**src/rtl/if_fetch_unit.sv**
```systemverilog
// if_fetch_unit: instruction fetch with single-outstanding imem handshake and a prefetch queue.
// Optional IFU_STATS_EN adds fetch/discard counter outputs.
module if_fetch_unit #(
    parameter logic [31:0] RESET_PC = 32'h0040_0000,
    parameter int          DEPTH    = 2
) (
    input  logic        clk,
    input  logic        rst,
    output logic        imem_req,
    output logic [31:0] imem_addr,
    input  logic        imem_ack,
    input  logic [31:0] imem_rdata,
    input  logic        stall,
    input  logic        redirect,
    input  logic [31:0] redirect_pc,
    output logic        if_valid,
    output logic [31:0] if_pc,
    output logic [31:0] if_inst
`ifdef IFU_STATS_EN
    ,
    output logic [31:0] stat_fetch_cnt,
    output logic [31:0] stat_discard_cnt
`endif
);
    localparam int PW = DEPTH > 1 ? $clog2(DEPTH) : 1;
    localparam int CW = $clog2(DEPTH + 1);
    localparam logic [CW-1:0] DEPTH_C = CW'(DEPTH);
    typedef enum logic [1:0] {IDLE, REQ, DRAIN} state_t;
    state_t state;
    logic [31:0] pc_q [DEPTH];
    logic [31:0] inst_q [DEPTH];
    logic [PW-1:0] rd_ptr, wr_ptr;
    logic [CW-1:0] count, count_nxt;
    logic [31:0] fetch_pc, target;
    logic ack, push, pop;
    function automatic logic [PW-1:0] inc(input logic [PW-1:0] p);
        return (p == PW'(DEPTH - 1)) ? '0 : p + 1'b1;
    endfunction
    assign ack = imem_req && imem_ack;
    assign push = ack && state == REQ && !redirect;
    assign pop = !stall && count != '0 && !redirect;
    assign count_nxt = count + CW'(push) - CW'(pop);
    assign target = {redirect_pc[31:2], 2'b00};
    assign if_valid = count != '0;
    assign if_pc = if_valid ? pc_q[rd_ptr] : 32'h0;
    assign if_inst = if_valid ? inst_q[rd_ptr] : 32'h0;
    always_ff @(posedge clk)
        if (push) begin
            pc_q[wr_ptr] <= fetch_pc;
            inst_q[wr_ptr] <= imem_rdata;
        end
    always_ff @(posedge clk or posedge rst)
        if (rst) begin
            state <= IDLE;
            imem_req <= 1'b0;
            imem_addr <= RESET_PC;
            fetch_pc <= RESET_PC;
            rd_ptr <= '0;
            wr_ptr <= '0;
            count <= '0;
        end else if (redirect) begin
            rd_ptr <= '0;
            wr_ptr <= '0;
            count <= '0;
            fetch_pc <= target;
            imem_req <= 1'b1;
            // an unanswered request must complete at its old address before restarting
            if (imem_req && !imem_ack)
                state <= DRAIN;
            else begin
                state <= REQ;
                imem_addr <= target;
            end
        end else begin
            if (push) begin
                wr_ptr <= inc(wr_ptr);
                fetch_pc <= fetch_pc + 32'd4;
            end
            if (pop)
                rd_ptr <= inc(rd_ptr);
            count <= count_nxt;
            case (state)
                IDLE:
                    if (count < DEPTH_C) begin
                        state <= REQ;
                        imem_req <= 1'b1;
                        imem_addr <= fetch_pc;
                    end
                REQ:
                    if (ack) begin
                        imem_addr <= fetch_pc + 32'd4;
                        if (count_nxt >= DEPTH_C) begin
                            state <= IDLE;
                            imem_req <= 1'b0;
                        end
                    end
                DRAIN:
                    if (ack) begin
                        state <= REQ;
                        imem_addr <= fetch_pc;
                    end
                default: begin
                    state <= IDLE;
                    imem_req <= 1'b0;
                end
            endcase
        end
`ifdef IFU_STATS_EN
    always_ff @(posedge clk or posedge rst)
        if (rst) begin
            stat_fetch_cnt <= '0;
            stat_discard_cnt <= '0;
        end else begin
            if (push)
                stat_fetch_cnt <= stat_fetch_cnt + 32'd1;
            stat_discard_cnt <= stat_discard_cnt
                + 32'(ack && (state == DRAIN || redirect))
                + (redirect ? 32'(count) : 32'd0);
        end
`endif
endmodule
```
**config.mk**
```make
export PLATFORM = sky130hd
export DESIGN_NAME = if_fetch_unit
export DESIGN_NICKNAME = d
export VERILOG_FILES = /design/src/rtl/if_fetch_unit.sv
export SDC_FILE = /design/constraint.sdc
export NUM_CORES = 1
export LEC_CHECK = 0
export ABC_AREA = 1
export CAP_MARGIN = 20
export CORE_UTILIZATION = 45
export DETAILED_ROUTE_END_ITERATION = 12
export GPL_TIMING_DRIVEN = 0
export PLACE_DENSITY = 0.71
export SLEW_MARGIN = 10
export SYNTH_ARGS = -nofsm -noshare
export SYNTH_HDL_FRONTEND = slang
export SYNTH_SLANG_ARGS = --single-unit
```
**constraint.sdc**
```tcl
create_clock -name clk -period 5.04 [get_ports clk]
set_input_delay 1.008 -clock clk [delete_from_list [all_inputs] [get_ports clk]]
set_output_delay 1.008 -clock clk [all_outputs]
set_load 0.02 [all_outputs]
```
# Word-level counts from Yosys, hierarchy flattened
# Memory sizes are Yosys's and may differ from the RTL's.
# Cells that the tools add are included.
dict set report word_totals {
  reg_bits 71
  ramBits 128
  in_bits 69
  output_inout_bits 98
  wordCells 72
  mem_count 2
}
# name words word_bits rd rd_ports_with_merged_regs write_ports line
set memory_table {}
lappend memory_table {inst_q 2 32 1 0 1 31} ;# logic [31:0] inst_q [DEPTH];
lappend memory_table {pc_q 2 32 1 0 1 30} ;# logic [31:0] pc_q [DEPTH];
dict set report op_classes {
  add_sub_neg 5
  n_lt_le_gt_ge 2
  n_eq_ne 8
  n_mux 31
  n_reduce_logical 17
}
# cell count
set ops {}
lappend ops {{$mux 32} 9}
lappend ops {{$pmux 32 s3} 1}
lappend ops {{$add 32x3->32 const B} 1}
lappend ops {{$mux 2} 7}
lappend ops {{$mux 1} 12}
lappend ops {{$ne 3x3->1 const B} 3}
lappend ops {{$reduce_and 4->1} 2}
lappend ops {{$logic_and 1x1->1} 6}
lappend ops {{$pmux 2 s3} 1}
lappend ops {{$reduce_bool 2->1} 3}
lappend ops {{$reduce_and 5->1} 1}
lappend ops {{$ne 2x2->1 const B} 2}
lappend ops {{$reduce_bool 4->1} 1}
lappend ops {{$logic_not 1->1} 3}
lappend ops {{$ne 3x2->1 const B} 1}
lappend ops {{$pmux 1 s3} 1}
lappend ops {{$add 1x1->1 const B} 2}
lappend ops {{$add 2x1->2} 1}
lappend ops {{$eq 2x1->1 const B} 1}
lappend ops {{$eq 2x2->1 const B} 1}
lappend ops {{$ge 2x2->1 const B} 1}
lappend ops {{$logic_not 2->1} 1}
lappend ops {{$lt 2x2->1 const B} 1}
lappend ops {{$sub 2x1->2} 1}

# Logic depth before layout (Yosys ltp)
dict set report logic_depth {
  word_depth 10
  ltp_mapped 15
  ltp_nobuf 14
}

# Least setup slack after synthesis
# Ideal clock, no wire load.
dict set report synth_path {
  kind {input -> register}
  startpoint {input port redirect}
  endpoint {memory inst_q[0][0], enable pin}
  setup_time_ns 0.483
  arrival_ns 4.339
  required_time_ns 4.557
  setup_slack_ns 0.217
  path_stages 7
  n_path_buf 2
  path_cell_list {buf_4 -> inv_2 -> buf_4 -> nand2_1 -> inv_2 -> nand2_2 -> nor2_1}
}
dict set report synth_via {
  elab_chain_len 4
}
# element line
set synth_rtl {}
lappend synth_rtl {{start: declaration} 14} ;# input logic redirect,
lappend synth_rtl {{$logic_not 1->1} 40} ;# assign push = ack && state == REQ && !redirect;
lappend synth_rtl {{$logic_and 1x1->1} 40}
lappend synth_rtl {{$mux 1} 48} ;# if (push) begin
lappend synth_rtl {{$mux 1 (implied by the code)} 50} ;# inst_q[wr_ptr] <= imem_rdata;
lappend synth_rtl {{end: declaration} 31}
# No other way between the ends.

# Worst setup path in the final report
dict set report layout_path {
  startpoint {register count[1]}
  endpoint {output port if_pc[12]}
}
dict set report layout_via {
  elab_chain_len 2
}
# element line
set layout_rtl {}
lappend layout_rtl {{start: declaration} 33} ;# logic [CW-1:0] count, count_nxt;
lappend layout_rtl {{start signal: assignment} 81} ;# count <= count_nxt;
lappend layout_rtl {{$reduce_bool 2->1} 44} ;# assign if_valid = count != '0;
lappend layout_rtl {{$mux 32} 45} ;# assign if_pc = if_valid ? pc_q[rd_ptr] : 32'h0;
lappend layout_rtl {{end: declaration} 17} ;# output logic [31:0] if_pc,
# No other way between the ends.

==> impl_metrics.csv <==
group,metric,value,unit
cts,post-cts-setup-buffer-count,0,
logic_synthesis,synth.avg_cell_area,9.38,um^2
routing,post-route-drc-count,0,
status,outcome,"completed",
critical_path,critPathLaunchType,"register",
place,dp_cells,1359,
routing,drtAntennaViolNets,0,
flow_run,cap_violations,0,
critical_path,cp.arrival,2.65,ns
cts,ctsHoldBuffers,0,
grt,grt_pass1_wl,35200,um
pwr,p_leak,4.46,nW
timing,period_minus_slack,3.66,ns
critical_path,end_kind,"output port",
timing,hold_viol,0,
cts,clk_latency,0.43,ns
layout,final_cells,1391,
cts,cts_sinks,192,
grt,grt_max_degree,42,
critical_path,crit_type,"register to output port",
cts,clk_pin_slew,0.07,ns
critical_path,slowest_delay,0.64,ns
layout,fillers,1640,
cts,cts_root_buf,"clkbuf_16",
timing,worstMarginPinSlew,0.800,ns
routing,drtIter0Drc,561,
pwr,switching_share,0.330,
critical_path,path_cells,"nor2_1 > clkbuf_1 > a21oi_1 > clkdlybuf4s50_1",
cts,cts_tree,"done",
timing,grt_setup_unrepaired,"no",
logic_synthesis,syn_inst,932,
routing,drt-total-wl,22500,um
floorplanning,fp.coreArea,0.0189,mm^2
layout,area_delta_synth_final,30.1,%
place,gp_congestion,0.977,
floorplanning,die_y,141,um
layout,drive_gt1_frac,0.0752,
timing,relSlewSlack,0.465,
logic_synthesis,synth_area,0.00875,mm^2
pwr,power_density,412,mW/mm^2
place,dpl.hpwl,15900,um
worst_hold_path,hold_class,"register to register",
floorplanning,row_count,50,
pwr,p_total,0.00468,W
logic_synthesis,synth.distinct_cells,34,
critical_path,path_delay_family,"buffers and inverters",
timing,setup_ws,1.38,ns
routing,wl_per_cell,16.2,um
layout,antenna_cells,0,
floorplanning,die_area,0.0200,mm^2
critical_path,cp_max_fo,10,
routing,vias_per_cell,5.08,
grt,grt.overflow.total,0,
routing,dr.pass1.iters,6,
pwr,internal-power,0.00314,W
logic_synthesis,yosysWarnings,0,
timing,fmax,0.273,GHz
pwr,vdd_drop_max,0.000261,V
place,dp_slack,1.51,ns
timing,finalClockSkew,0.00991,ns
cts,numCtsBuffers,17,
pwr,p_switching,0.00154,W
layout,layout.nets,1190,
critical_path,slowest_stage,"nor2_1",
cts,cts_resized,0,
pwr,seqPwrFrac,0.438,
layout,fin_util,0.602,
timing,setup-violations-final,0,
cts,htreeDepth,4,
critical_path,cp_num_buf_inv,2,
timing,slew_viol_final,0,
logic_synthesis,seq_area_frac_synth,0.621,
timing,post-route-period-util,0.727,
grt,grt_pass1_vias,6602,
grt,track_usage,0.234,
routing,num_vias,7062,
cts,clk_path_buf_depth,2,
place,io_buffers,161,
floorplanning,io_pins,167,
pwr,combPwrFrac,0.288,
floorplanning,chipWidth,141,um
critical_path,cp_data_required_time,4.03,ns
floorplanning,initial_utilization,0.463,
pwr,clockPowerShare,0.274,
logic_synthesis,ys_ff_latch,192,
grt,antenna_found_initial,0,
==> final cells by class <==
class | count | area, um^2 | area share
Sequential cell | 192 | 5430 | 0.477
Clock buffer | 20 | 447 | 0.0393
Inverter | 59 | 224 | 0.0197
Timing Repair Buffer | 166 | 1730 | 0.152
Tap cell | 260 | 325 | 0.0286
Clock inverter | 12 | 110 | 0.00968
Multi-Input combinational cell | 638 | 2890 | 0.254
Buffer | 44 | 226 | 0.0199
==> registers in the layout, summed over array words and instances, names as in the netlist <==
register	count
imem_addr	31
state	2
wr_ptr	1
fetch_pc	30
count	2
imem_req	1
rd_ptr	1
inst_q	64
pc_q	60
==> routing by layer <==
metal / global-route usage / up-vias / part of all wire
li1: - / 3476 / -
met1: 0.316 / 3271 / 0.44
met2: 0.374 / 283 / 0.47
met3: 0.0540 / 32 / 0.070
met4: 0.0775 / 0 / 0.017
met5: 0 / - / 0
==> cell usage in the layout, fill, tap and decap left out, types with 4 or more instances in the layout <==
cell             instances
xor2_1                  11
buf_2                   10
a22oi_1                  4
o21bai_1                 8
a31oi_1                  6
nand2_1                284
edfxtp_1               124
clkbuf_16               17
nand2_2                  4
inv_1                   49
inv_2                    8
nor2_1                 105
buf_4                    9
nand3_1                 26
nor2_4                   5
clkbuf_1                25
a21oi_1                115
nor2_2                   8
o21ai_0                 41
clkdlybuf4s50_1        161
dfrtp_1                 66
clkinv_4                 4
==> cells by family (layout without fill, tap and decap cells) <==
kind of cell               after synthesis  in the layout  synth area share
and+or+nand+nor                        436            436             0.198
AOI/OAI and AO/OA                      186            186             0.115
DFF                                    192            192             0.621
other                                    1              2          0.000429
adders and majority gates                3              3           0.00429
buffers and inverters                  103            301            0.0512
xor gates and xnor gates                11             11            0.0110
==> Yosys cell counts <==
library cell | instances | area (um^2)
a22oi_1 | 4 | 30.0
nor3_1 | 2 | 10.0
nand2_2 | 4 | 25.0
buf_2 | 10 | 50.1
or2_2 | 1 | 6.26
xor2_1 | 11 | 96.3
a21boi_0 | 2 | 15.0
clkinv_1 | 1 | 3.75
inv_1 | 50 | 188
o22ai_1 | 3 | 18.8
nor2_2 | 8 | 50.1
o211ai_1 | 2 | 15.0
edfxtp_1 | 124 | 3720
o21ai_1 | 1 | 5.00
o221ai_1 | 2 | 17.5
dfrtp_1 | 66 | 1650
nor2_1 | 107 | 402
and2_1 | 1 | 6.26
o21bai_1 | 8 | 60.1
a31oi_1 | 6 | 37.5
buf_4 | 9 | 67.6
o21ai_0 | 41 | 205
inv_2 | 8 | 30.0
nor2_4 | 3 | 33.8
conb_1 | 1 | 3.75
o21ai_4 | 1 | 16.3
ha_1 | 3 | 37.5
buf_6 | 2 | 22.5
a21oi_1 | 115 | 576
nand2_1 | 284 | 1070
clkbuf_1 | 23 | 86.3
nand3_1 | 26 | 130
o31ai_1 | 1 | 7.51
dfstp_2 | 2 | 52.6
==> through the flow <==
stage | hold WS [ns] | area (um^2) | TNS, ns
final | 0.494 | 11400 | 0
after global routing | 0.520 | 11400 | 0
after CTS | 0.500 | 11400 | 0
after detailed placement | 0.474 | 10800 | 0
after global placement | 0.471 | 10700 | -216.85
after floorplan | 0.443 | 8750 | 0
==> worst register-to-register path: stages, from the launching register on <==
cell and delay, ns:
dfrtp_1 0.43, nor2_2 0.23, nand2_1 0.20, inv_2 0.20, nand2_2 0.22, nor2_4 0.52
buf_16 0.25, buf_12 0.21
==> final timing paths <==
| check | to | depth (start not counted) | start | slack (ns) |
|---|---|---|---|---|
| worst max-delay path | if_pc[12] | 4 | count[1] | 1.38 |
| worst min-delay path | pc_q[0][4] | 0 | fetch_pc[4] | 0.49 |
| worst max register to register | inst_q[0][24] | 7 | state[1] | 2.47 |
| worst min register to register | pc_q[0][4] | 0 | fetch_pc[4] | 0.49 |
| max in group asynchronous | fetch_pc[22] | 3 | rst | 3.55 |
| min in group asynchronous | imem_addr[23] | 2 | rst | 0.89 |
==> power by group through the flow <==
stage          combinational (W)  sequential, W  clock (W)
6_report                 0.00135        0.00205    0.00128
5_1_grt                  0.00147        0.00207    0.00138
4_1_cts                  0.00136        0.00205    0.00130
3_5_place_dp             0.00134        0.00208          0
3_3_place_gp             0.00132        0.00208          0
2_1_floorplan           0.000651        0.00214          0
Power figures use the tool's default switching activity.
